## src/rtl/sync_fifo_ctrl.sv

```systemverilog
// FIFO controller that fronts an external synchronous memory (1-cycle read latency) with a
// 2-entry output buffer, so a word can be pushed and a word popped on every cycle.
module sync_fifo_ctrl #(
  parameter int ADDR_WIDTH = 8,
  parameter int DATA_WIDTH = 8
) (
  input  logic                  clk,
  input  logic                  rst_n,
  input  logic                  in_valid,
  output logic                  in_ready,
  input  logic [DATA_WIDTH-1:0] in_data,
  output logic                  out_valid,
  input  logic                  out_ready,
  output logic [DATA_WIDTH-1:0] out_data,
  output logic [ADDR_WIDTH:0]   level,
  output logic                  mem_wr_en,
  output logic [ADDR_WIDTH-1:0] mem_wr_addr,
  output logic [DATA_WIDTH-1:0] mem_wr_data,
  output logic [ADDR_WIDTH-1:0] mem_rd_addr,
  input  logic [DATA_WIDTH-1:0] mem_rd_data
);

  localparam logic [ADDR_WIDTH:0] DEPTH_L = {1'b1, {ADDR_WIDTH{1'b0}}};

  logic [ADDR_WIDTH-1:0] r_wp;
  logic [ADDR_WIDTH-1:0] r_rp;
  logic [ADDR_WIDTH:0]   r_mem_cnt;
  logic [ADDR_WIDTH:0]   r_level;
  logic                  r_rd_pend;
  logic [1:0]            r_buf_cnt;
  logic [DATA_WIDTH-1:0] r_head;
  logic [DATA_WIDTH-1:0] r_skid;

  logic       w_push;
  logic       w_pop;
  logic       w_rd_issue;
  logic [2:0] w_occ;
  logic [1:0] w_cnt_after_pop;

  assign in_ready  = (r_level < DEPTH_L);
  assign out_valid = (r_buf_cnt != 2'd0);
  assign out_data  = r_head;
  assign level     = r_level;

  assign w_push = in_valid && in_ready;
  assign w_pop  = out_valid && out_ready;

  // Buffer slots that will be occupied next cycle if no new read is issued now; an
  // issue is only allowed when its returning word is guaranteed a free slot.
  assign w_occ           = {1'b0, r_buf_cnt} + {2'b00, r_rd_pend} - {2'b00, w_pop};
  assign w_rd_issue      = ((r_mem_cnt != '0) || w_push) && (w_occ < 3'd2);
  assign w_cnt_after_pop = r_buf_cnt - {1'b0, w_pop};

  assign mem_wr_en   = w_push;
  assign mem_wr_addr = r_wp;
  assign mem_wr_data = in_data;
  assign mem_rd_addr = r_rp;

  // NOTE: state registers use non-blocking assignments so every process samples pre-edge values.
  always_ff @(posedge clk or negedge rst_n) begin
    if (!rst_n) begin
      r_wp      <= '0;
      r_rp      <= '0;
      r_mem_cnt <= '0;
      r_level   <= '0;
      r_rd_pend <= 1'b0;
    end else begin
      if (w_push)     r_wp <= r_wp + ADDR_WIDTH'(1);
      if (w_rd_issue) r_rp <= r_rp + ADDR_WIDTH'(1);
      r_mem_cnt <= r_mem_cnt + (ADDR_WIDTH+1)'(w_push) - (ADDR_WIDTH+1)'(w_rd_issue);
      r_level   <= r_level + (ADDR_WIDTH+1)'(w_push) - (ADDR_WIDTH+1)'(w_pop);
      r_rd_pend <= w_rd_issue;
    end
  end

  always_ff @(posedge clk or negedge rst_n) begin
    if (!rst_n) begin
      r_buf_cnt <= 2'd0;
      r_head    <= '0;
      r_skid    <= '0;
    end else begin
      if (w_pop) r_head <= r_skid;
      // NOTE: the returning read word lands after the pop shift; a later assignment to r_head wins.
      if (r_rd_pend) begin
        if (w_cnt_after_pop == 2'd0) r_head <= mem_rd_data;
        else                         r_skid <= mem_rd_data;
      end
      r_buf_cnt <= w_cnt_after_pop + {1'b0, r_rd_pend};
    end
  end

endmodule
```

## config.mk

```make
export PLATFORM = sky130hd
export DESIGN_NAME = sync_fifo_ctrl
export DESIGN_NICKNAME = d
export VERILOG_FILES = /design/src/rtl/sync_fifo_ctrl.sv
export SDC_FILE = /design/constraint.sdc
export NUM_CORES = 1
export LEC_CHECK = 0
export ABC_AREA = 1
export BUFFER_PORTS_ARGS = -buffer_cell sky130_fd_sc_hd__buf_2
export CAP_MARGIN = 20
export CELL_PAD_IN_SITES_DETAIL_PLACEMENT = 0
export CELL_PAD_IN_SITES_GLOBAL_PLACEMENT = 1
export CORE_UTILIZATION = 44
export CTS_CLUSTER_DIAMETER = 30
export DETAILED_ROUTE_END_ITERATION = 16
export GPL_TIMING_DRIVEN = 0
export PLACE_DENSITY_LB_ADDON = 0.05
export SYNTH_ARGS = -nofsm -noshare
export SYNTH_HDL_FRONTEND = slang
export SYNTH_SLANG_ARGS = --single-unit
```

## constraint.sdc

```tcl
create_clock -name clk -period 5.7 [get_ports clk]
set_input_delay 1.14 -clock clk [delete_from_list [all_inputs] [get_ports clk]]
set_output_delay 1.14 -clock clk [all_outputs]
set_load 0.005 [all_outputs]
```

==> results.yml <==
logic_synthesis:
  synth_top_family_by_area: "simple AND/OR/NAND/NOR gates"
  synth-warning-count: 0
  synthMuxAreaShare: 0
  synth_compound_gate_area_share: 0.04862
  synthesis.area_sq_um: 3346
  synthXorXnorAreaFrac: 0.04188
  synth-seq-area-share: 0.3964
  avgSynthCellArea_sq_um: 7.817
  yosysTopAreaCell: "dfrtp_1"
  netlist_instances: 428
  yosysTopAreaCellShare: 0.3964
  synth-adder-area-share: 0.1077
  synthSimpleGateAreaFrac: 0.2853
  synth_area_leaders: "dfrtp_1 (40%), nand2_1 (16%), ha_1 (9.0%)"
  syn_nets: 475
  synth_cell_types: 26
  ys_ff_latch: 53
die:
  die_h_um: 89.20
  pin_count: 64
  start_util: 0.4588
  dieArea_sq_um: 7957
  row_count: 31
  core-area_sq_um: 7292
  die_w_um: 89.20
clocking:
  cts_resized: 0
  cts.sinks: 53
  post_cts_buffers: 0
  clk_latency_ps: 310
  cts_max_level: 2
  cts_tree: "yes"
  cts_made_buffers: 5
  cts_hold_repair.buffers: 0
  clk_pin_slew_worst_paths_ps: 100
  clk_path_buf_depth: 2
  root_buffer: "clkbuf_8"
pwr:
  power_density_nw_per_um2: 599.4
  p_leak_uw: 0.002266
  power_uw: 2309
  ir_worst_vdd_uv: 278.1
detailed_routing:
  route.met3.wl_um: 295
  wire_per_inst_um: 10.77
  routed_wl_um: 6368
  drt_iter0_markers: 86
  drcViolationCount: 0
  dr.pass1.iters: 4
  ant_nets: 0
  top_layer: "met4"
  wl_met1_um: 3115
  vias: 2706
  wl_met2_um: 2894
  viasPerCell: 4.579
global_routing:
  grt_antenna_before_repair: 0
  grt_usage: 0.1784
  grt_overflow_total: 0
  grt_pass1_wl_um: 11030
  grt_max_degree: 28
  grt_pass1_vias: 2496
sta:
  finalHoldViolations: 0
  period_share: 0.6748
  skew_ps: 5.600
  worst_slack_ps: 1854
  setup_viol: 0
  tightest_slew_ps: 655.6
  slew_headroom: 0.5629
  slew_violations: 0
  finalSetupTns_ps: 0
  period_minus_slack_ps: 3846
  fmax_mhz: 260.0
  rsz0062_at_grt: "no"
final_layout:
  layout_common_cells: "nand2_1 (146), inv_1 (75), buf_2 (55)"
  drive_gt1_frac: 0.2195
  final_common_cell: "nand2_1"
  postLayoutCellArea_sq_um: 3852
  area_delta_synth_final_pct: 15.15
  diodes: 0
  final_util: 0.5283
  fin_nets: 538
  fill_cells: 759
worst_setup_path:
  worst_r2r_startpoint: "r_buf_cnt[1]$_DFF_PN0_"
  cp-start-kind: "input pin"
  path_class: "input pin to flop"
  cp.required_ps: 5900
  cp_max_fo: 10
  reg2regPathDepth: 19
  endpoint_kind: "flop"
  rr_endpoint: "r_mem_cnt[6]$_DFF_PN0_"
  cp-startpoint: "out_ready"
  cp_data_arrival_time_ps: 4050
  reg2reg_slack_ps: 2360
place:
  place_ws_ps: 1463
  dp_hpwl_um: 4851
  placed_area_sq_um: 3765
  numPortBuffers: 55
  gp_congestion: 0.7687
worst_hold_path:
  holdPathStages: 2
  hold_path_class: "flop to flop"
  hold_end: "r_skid[5]$_DFFE_PN0P_"
  hp-start: "r_skid[5]$_DFFE_PN0P_"
run:
  drv_cap: 0
outcome:
  status: "finished, final reports clean"
-- layer usage --
layer	vias to the layer above	global-route usage
li1	1421	-
met2	55	0.2894
met4	0	0.03896
met1	1225	0.2452
met5	-	0
met3	5	0.03970
-- critical path, cell delays in order --
cell and delay [ps]:
buf_2 110, buf_6 140, inv_2 60, nand2_4 60
nand2_1 90, nand2_1 70, fa_1 390, inv_1 60
nor2_1 30, nor2_1 80, nand2_1 110, nor2_4 230
ha_1 280, inv_1 60, ha_1 160, inv_1 50
fa_1 400, nand3b_1 170, nand2_1 130, nand2_1 90
nand3_1 70, nand2_1 50
-- power by group --
group | switching, uW | internal (uW) | leakage (uW)
registers | 142 | 561 | 0.000659
clock network | 130 | 87.0 | 0.0000374
logic | 815 | 575 | 0.00157
-- worst max-delay path by stage --
stage | to | slack, ps | cells past startpoint
detailed placement | r_mem_cnt[6]$_DFF_PN0_ | 1460 | 22
global route | r_mem_cnt[6]$_DFF_PN0_ | 1530 | 22
floorplan | r_mem_cnt[6]$_DFF_PN0_ | 1950 | 21
CTS | r_mem_cnt[6]$_DFF_PN0_ | 1810 | 22
finish | r_mem_cnt[6]$_DFF_PN0_ | 1850 | 22
global placement | r_mem_cnt[6]$_DFF_PN0_ | 1510 | 22
-- registers in the layout (all words and copies together), names as in the netlist --
register,count
level,9
mem_rd_addr,8
mem_wr_addr,8
out_data,8
r_buf_cnt,2
r_mem_cnt,9
r_rd_pend,1
r_skid,8
-- cells in the mapped netlist, drive strengths merged --
cell type / count
buf: 11
nand3: 27
a21oi: 7
ha: 24
xnor2: 9
xor2: 7
nand2: 156
inv: 82
dfrtp: 53
and2: 2
or2: 1
nand4: 5
fa: 3
nand3b: 4
nor2: 19
o21ai: 18
-- cell families after synthesis --
family,Yosys count
XOR/XNOR,16
flip-flops,53
buffers and inverters,93
AND/OR/NAND/NOR,214
adder cells (fa/ha/maj),27
AO/OA/AOI/OAI,25
-- final cells by class --
cell class                      instances  area (sq um)  area share
Tap cell                               99         123.9     0.03215
Multi-Input combinational cell        282          1618      0.4199
Timing Repair Buffer                   56         295.3     0.07665
Buffer                                 11         93.84     0.02436
Inverter                               82         307.8     0.07990
Clock inverter                          2         15.01    0.003897
Clock buffer                            6         72.57     0.01884
Sequential cell                        53          1326      0.3443
-- stage by stage --
step | hold WS [ps] | instances
2_1_floorplan | 459.4 | 428
4_1_cts | 500.9 | 591
3_3_place_gp | 470.1 | 582
3_5_place_dp | 474.3 | 583
5_1_grt | 526.9 | 591
6_report | 501.0 | 591
Note: power is estimated with default switching activity, not from simulation.
